$ cat src/rtl/div_seq_32.sv
// Iterative non-restoring divider: one add/sub step per clock on a WIDTH+1 bit
// partial remainder, followed by a restore/sign-fix step and a one-cycle done.
// Optional signed division is compiled in when the macro DIV_SIGNED_EN is
// defined; otherwise is_signed is ignored and every op is unsigned.
module div_seq_32 #(
  parameter int WIDTH = 32
) (
  input  logic             clk,
  input  logic             rst_n,
  input  logic             start,
  input  logic             is_signed,
  input  logic [WIDTH-1:0] dividend,
  input  logic [WIDTH-1:0] divisor,
  output logic [WIDTH-1:0] quotient,
  output logic [WIDTH-1:0] remainder,
  output logic             busy,
  output logic             done,
  output logic             div_zero,
  output logic             overflow
);

  localparam int CW = $clog2(WIDTH);
  localparam logic [WIDTH-1:0] MIN_VAL = {1'b1, {(WIDTH-1){1'b0}}};
  localparam logic [CW-1:0] LAST_COUNT = CW'(WIDTH - 1);

  typedef enum logic [1:0] {
    IDLE = 2'd0,
    RUN  = 2'd1,
    FIX  = 2'd2,
    DONE = 2'd3
  } state_t;

  state_t           state_q, state_d;
  logic [CW-1:0]    count_q, count_d;
  logic             prep_q, prep_d;
  logic [WIDTH:0]   rem_q, rem_d;
  logic [WIDTH-1:0] q_q, q_d;
  logic [WIDTH-1:0] dvs_q, dvs_d;
  logic             zero_q, zero_d;
  logic             q_neg_q, q_neg_d;
  logic             r_neg_q, r_neg_d;
  logic             ovf_op_q, ovf_op_d;
  logic [WIDTH-1:0] quotient_q, quotient_d;
  logic [WIDTH-1:0] remainder_q, remainder_d;
  logic             div_zero_q, div_zero_d;
  logic             overflow_q, overflow_d;

  logic             signed_op;
  logic             x_neg, y_neg;
  logic [WIDTH-1:0] abs_x, abs_y;
  logic             min_by_neg1;
  logic [WIDTH:0]   shifted;
  logic [WIDTH:0]   step;
  logic [WIDTH-1:0] rem_mag;

`ifdef DIV_SIGNED_EN
  assign signed_op = is_signed;
`else
  logic unused_is_signed;
  assign unused_is_signed = is_signed;
  assign signed_op = 1'b0;
`endif

  // Operand conditioning at accept: magnitudes, result signs and the MIN/-1 case
  always_comb begin
    x_neg       = signed_op & dividend[WIDTH-1];
    y_neg       = signed_op & divisor[WIDTH-1];
    abs_x       = x_neg ? -dividend : dividend;
    abs_y       = y_neg ? -divisor : divisor;
    min_by_neg1 = signed_op & (dividend == MIN_VAL) & (divisor == {WIDTH{1'b1}});
  end

  // One non-restoring step; arithmetic wraps in WIDTH+1 bits but the true
  // partial remainder always lies in [-d, d) so it fits without loss
  always_comb begin
    shifted = {rem_q[WIDTH-1:0], q_q[WIDTH-1]};
    step    = rem_q[WIDTH] ? shifted + {1'b0, dvs_q} : shifted - {1'b0, dvs_q};
    rem_mag = rem_q[WIDTH] ? rem_q[WIDTH-1:0] + dvs_q : rem_q[WIDTH-1:0];
  end

  // Next-state and datapath control; the first RUN cycle screens the divisor
  always_comb begin
    state_d     = state_q;
    count_d     = count_q;
    prep_d      = prep_q;
    rem_d       = rem_q;
    q_d         = q_q;
    dvs_d       = dvs_q;
    zero_d      = zero_q;
    q_neg_d     = q_neg_q;
    r_neg_d     = r_neg_q;
    ovf_op_d    = ovf_op_q;
    quotient_d  = quotient_q;
    remainder_d = remainder_q;
    div_zero_d  = div_zero_q;
    overflow_d  = overflow_q;

    unique case (state_q)
      IDLE: begin
        if (start) begin
          zero_d   = (divisor == '0);
          rem_d    = '0;
          q_d      = (divisor == '0) ? dividend : abs_x;
          dvs_d    = abs_y;
          q_neg_d  = x_neg ^ y_neg;
          r_neg_d  = x_neg;
          ovf_op_d = min_by_neg1;
          count_d  = '0;
          prep_d   = 1'b1;
          state_d  = RUN;
        end
      end
      RUN: begin
        if (prep_q) begin
          prep_d = 1'b0;
          if (zero_q) begin
            quotient_d  = {WIDTH{1'b1}};
            remainder_d = q_q;
            div_zero_d  = 1'b1;
            overflow_d  = 1'b0;
            state_d     = DONE;
          end
        end else begin
          rem_d   = step;
          q_d     = {q_q[WIDTH-2:0], ~step[WIDTH]};
          count_d = count_q + 1'b1;
          if (count_q == LAST_COUNT) begin
            state_d = FIX;
          end
        end
      end
      FIX: begin
        quotient_d  = q_neg_q ? -q_q : q_q;
        remainder_d = r_neg_q ? -rem_mag : rem_mag;
        div_zero_d  = 1'b0;
        overflow_d  = ovf_op_q;
        state_d     = DONE;
      end
      DONE: begin
        state_d = IDLE;
      end
      default: begin
        state_d = IDLE;
      end
    endcase
  end

  // State and result registers with synchronous active-low reset
  always_ff @(posedge clk) begin
    if (!rst_n) begin
      state_q     <= IDLE;
      count_q     <= '0;
      prep_q      <= 1'b0;
      rem_q       <= '0;
      q_q         <= '0;
      dvs_q       <= '0;
      zero_q      <= 1'b0;
      q_neg_q     <= 1'b0;
      r_neg_q     <= 1'b0;
      ovf_op_q    <= 1'b0;
      quotient_q  <= '0;
      remainder_q <= '0;
      div_zero_q  <= 1'b0;
      overflow_q  <= 1'b0;
    end else begin
      state_q     <= state_d;
      count_q     <= count_d;
      prep_q      <= prep_d;
      rem_q       <= rem_d;
      q_q         <= q_d;
      dvs_q       <= dvs_d;
      zero_q      <= zero_d;
      q_neg_q     <= q_neg_d;
      r_neg_q     <= r_neg_d;
      ovf_op_q    <= ovf_op_d;
      quotient_q  <= quotient_d;
      remainder_q <= remainder_d;
      div_zero_q  <= div_zero_d;
      overflow_q  <= overflow_d;
    end
  end

  assign quotient  = quotient_q;
  assign remainder = remainder_q;
  assign div_zero  = div_zero_q;
  assign overflow  = overflow_q;
  assign busy      = (state_q == RUN) || (state_q == FIX);
  assign done      = (state_q == DONE);

endmodule

$ cat config.mk
export PLATFORM = sky130hd
export DESIGN_NAME = div_seq_32
export DESIGN_NICKNAME = d
export VERILOG_FILES = /design/src/rtl/div_seq_32.sv
export SDC_FILE = /design/constraint.sdc
export NUM_CORES = 1
export LEC_CHECK = 0
export CORE_MARGIN = 1.5
export CORE_UTILIZATION = 58
export CTS_BUF_LIST = sky130_fd_sc_hd__clkbuf_8
export DETAILED_ROUTE_END_ITERATION = 16
export GPL_ROUTABILITY_DRIVEN = 0
export MAX_ROUTING_LAYER = met4
export PLACE_DENSITY = 0.91
export SYNTH_ARGS = -nofsm -noshare
export SYNTH_HDL_FRONTEND = slang
export SYNTH_SLANG_ARGS = --single-unit
$ cat constraint.sdc
create_clock -name clk -period 5 [get_ports clk]
set_input_delay 1.25 -clock clk [delete_from_list [all_inputs] [get_ports clk]]
set_output_delay 1.25 -clock clk [all_outputs]
set_load 0.02 [all_outputs]
# Word level (Yosys, flattened, before mapping)
# Index checks and enable logic that the tools add are counted.
# op_classes
add_sub_neg	4
eq_ne	10
mux	30
bitwise_logic	1
n_reduce_logical	10
# ops
op	n
$mux W32	7
$pmux W32 S2	3
$mux W33	3
$pmux W33 S2	1
$add A33 B32 Y33	1
$sub A33 B32 Y33	1
$add A32 B32 Y32	1
$logic_not A32 Y1	1
$mux W5	2
$pmux W5 S2	1
$reduce_and A3 Y1	3
$mux W2	4
$ne A2 B2 Y1 const B	4
$pmux W2 S4	1
$ne A3 B3 Y1 const B	2
$pmux W1 S2	3
$add A5 B1 Y5 const B	1
$eq A5 B5 Y1 const B	1
$mux W1	5
$eq A2 B2 Y1 const B	2
$reduce_and A2 Y1	2
$reduce_bool A2 Y1	2
$eq A2 B1 Y1 const B	1
$logic_not A2 Y1	1
other kinds (2)	2
# totals
reg_bits	172
word_cells	66

# Longest topological paths before layout
# logic_depth
ltp_word	5
mapped_depth	18

# Worst setup path before layout
# OpenSTA, ideal clock, no wires.
# synth_path
path_kind	flip-flop to flip-flop
from	register rem_q[32]
to	register rem_q[32]
setup_time_ns	0.059
arrival_time_ns	3.824
setup_slack_ns	1.117
stages_incl_launch_ff	17
path_buffers	4
synth_period_minus_slack_ns	3.883
path_cell_list	dfxtp_1 > clkbuf_1 > clkbuf_1 > clkbuf_1 > clkbuf_1 > nor2_1 > xor2_1 > ha_1 > a21o_1 > a21o_1 > a2111oi_4 > a21oi_2 > a221oi_4 > o21ai_2 > a211oi_2 > mux2i_1 > a31o_1
# synth_via
elab_chain_len	3
# synth_lines
item	line	rtl
from (decl)	36	logic [WIDTH:0] rem_q, rem_d;
from (signal assigned)	169	rem_q <= rem_d;
$mux W33	77	step = rem_q[WIDTH] ? shifted + {1'b0, dvs_q} : shifted - {1'b0, dvs_q};
$mux W33	114	if (prep_q) begin
$pmux W33 S2	98	unique case (state_q)
# No other way between the ends. The select of a mux whose other input is x is not followed.
# A chain may end at the register's enable or synchronous reset.

# Final worst setup path
# layout_path
from	register dvs_q[6]
to	register rem_q[32]
# layout_via
elab_chain_len	4
elab_cells_between_ends	5
# layout_lines
item	line	rtl
from (decl)	38	logic [WIDTH-1:0] dvs_q, dvs_d;
from (signal assigned)	171	dvs_q <= dvs_d;
$sub A33 B32 Y33 or $add A33 B32 Y33 (tied branches)	77	
$mux W33 (*)	77	
$mux W33 (*)	114	
$pmux W33 S2 (*)	98	
# Every way passes the cells marked *; elsewhere a longest branch is shown, timed or not. The select of a mux whose other input is x is not followed.

==> results.cfg <==
[timing]
tns_ps = 0
relSlewSlack = 0.268
post-route-period-util = 0.918
slew_viol_final = 0
fin_skew_ps = 11.1
finalSetupViolations = 0
clock.fmax_mhz = 218
tightest_slew_ps = 1090
min_period_ps = 4590
hold_violations = 0
holdWs_ps = 455
rsz0062_at_grt = no

[synth]
synth_top_area_share = 0.320
yosysSeqAreaShare = 0.320
yosysTopAreaCell = dfxtp_1
netlist_instances = 1338
ys_async_sr_fraction = 0
synth_nets = 1479
synth_edf_count = 0
ys.flop_type = dfxtp_1
synth_area_um2 = 10700
avgSynthCellArea_um2 = 8.00
ys_types = 75
synth_area_leaders = dfxtp_1 32%, ha_1 8.3%, a21oi_1 7.3%, nand2_1 6.2%, nor2_1 4.3%
yosysWarnings = 0
synth_seq_cells = 171

[layout]
areaGrowthSynthToFinish_pct = 17.8
finalNonFillerCells = 1672
antenna_cells = 0
drive_gt1_frac = 0.0610
layout.nets = 1571

[setup_path]
crit_cells = 15
endpoint_kind = flip-flop
crit_chain = nor4_1, nand2_1, nor4_2, a31oi_1, xor2_1, ha_1, a21o_1, a21o_1, a21o_1, a21o_1, a21oi_1, o21ai_2, a211oi_2, mux2i_1, a31o_1
critPathKind = reg2reg
cp_max_fo = 7
endpoint = rem_q[32]
reg2reg_depth = 15
start_kind = flip-flop
r2r_slack_ps = 410
r2r_end = rem_q[32]
worstPathRequired_ps = 5430
crit_arrival_ps = 5020
cp_common_cell = a21o_1
crit_buf_inv = 0
critPathSlowestCell = nor4_1
max_stage_delay_ps = 720
cp_top_family = compound AO/OA/AOI/OAI gates
crit_start = dvs_q[6]
r2r_start = dvs_q[6]

[route]
drc = 0
antenna_left = 0
drtIter0Drc = 865
dr_total_vias = 10681
detail_route.wl_per_cell_um = 18.4
vias_per_cell = 6.39
wl_mm = 30.8
dr.pass1.iters = 7

[pwr]
p_per_area_nw_per_um2 = 657
vdd_ir_drop_max_v = 0.000459
leakage_nw = 5.08

[floorplan]
core_um2 = 18000
rows = 49
die_h_um = 139
initial_utilization = 0.594
die_w_um = 139
io_pins = 136
die_area_um2 = 19300

[global_route]
grt_pass1_wl_mm = 49.8
grt_pass1_vias = 10394
antenna_found_initial = 0
grt_start_max_net_pins = 61
grt-ovfl-total = 0
grt_usage = 0.325

[min_path]
min_path_cells = 2
hold_path_class = reg2reg

[outcome]
status = completed

[clock_network]
cts_tree = done
cts_sinks = 171
h-tree-depth = 4
hold_buffers = 0
cts_resized = 0
clk_latency_ps = 490
clk_pin_slew_ps = 100
cts_made_buffers = 17
cts_setup_buffers = 0
root_buffer = clkbuf_8
cts_buffer_depth = 2

[placed_design]
io_buffer_count = 133
dp_cells = 1640
dpl.hpwl_mm = 22.2

[run]
maxCapViolCount = 0
-- cell type report --
type / instances / area (um^2)
well taps: 229 / 287
inverters: 34 / 130
multi-input cells: 1056 / 6890
fillers: 1397 / 5430
clock inverters: 15 / 174
repair buffers: 150 / 1460
clock buffers: 17 / 234
flip-flops and latches: 171 / 3420
-- tightest hold or removal path, cell delays in order, from the launching register on --
cell     delay [ps]
dfxtp_1         320
nand2_1          50
a21oi_1          50
-- layout by cell type, fill, tap and decap left out, drive strengths merged, types with 17 or more instances in the layout --
cell type      instances
nor3                  20
xnor2                 39
mux2i                 38
xor2                  42
a21o                  37
clkbuf                17
nand2                178
nor2                 124
inv                   42
buf                   17
a222oi                30
clkdlybuf4s50        133
a211oi                38
dfxtp                171
a21oi                156
o21ai                 79
ha                    71
nand3                 23
-- metal layers --
metal | wire (um) | share of wire | global-route usage | up-vias
li1 | - | - | - | 5019
met5 | 0 | 0 | - | -
met1 | 12300 | 0.40 | 0.377 | 5015
met4 | 1680 | 0.055 | 0.198 | 0
met2 | 14600 | 0.48 | 0.524 | 498
met3 | 2150 | 0.070 | 0.0556 | 149
-- registers in the layout, indices dropped and copies added (netlist names) --
register / flops
remainder: 32
quotient: 32
dvs_q: 32
q_q: 32
count_q: 5
div_zero: 1
zero_q: 1
prep_q: 1
state_q: 2
rem_q: 33
-- cell usage after synthesis, drive strengths merged, types with 5 or more instances --
cell type	instances
nand2	178
inv	34
a31oi	6
and3	10
clkbuf	70
nor2b	6
a21boi	8
a21oi	156
mux2	14
nand3	23
nor3	20
nand4	8
xnor2	39
a222oi	30
or3	8
o31ai	9
ha	71
dfxtp	171
nor2	124
o21ai	79
nor3b	5
a21o	37
nor4	14
buf	7
o21bai	13
a211oi	38
o211ai	6
o21a	10
xor2	42
a22oi	14
nand2b	6
mux2i	38
-- how the worst min path moves through the flow --
| stage | from | end | slack [ps] |
|---|---|---|---|
| after floorplan | count_q[4] | count_q[4] | 440 |
| after global placement | quotient[25] | quotient[25] | 440 |
| after detailed placement | quotient[19] | quotient[19] | 440 |
| after CTS | quotient[19] | quotient[19] | 460 |
| after global routing | quotient[19] | quotient[19] | 470 |
| final | quotient[19] | quotient[19] | 460 |
-- where the power goes --
part / total, mW / leakage (nW) / switching, mW / internal (mW)
logic: 5.05 / 3.47 / 2.98 / 2.07
registers: 2.19 / 1.39 / 0.461 / 1.73
clock network: 1.03 / 0.209 / 0.607 / 0.422
-- through the flow --
stage	setup slack, ps	instance area, um^2	power [mW]	util
2_1_floorplan	1120	10700	5.87	-
3_3_place_gp	546	12200	6.92	0.676
3_5_place_dp	359	12200	7.11	0.676
4_1_cts	292	12600	8.17	0.699
5_1_grt	129	12600	8.83	0.699
6_report	412	12600	8.27	0.699
-- cell families after synthesis --
group	share of synthesized area
compound gates	0.265
xor+xnor	0.0663
fa+ha+maj	0.0868
buf+inv	0.0393
flops	0.320
mux	0.0503
other cells	0.000351
simple gates	0.172
Power figures use the tool's default switching activity.
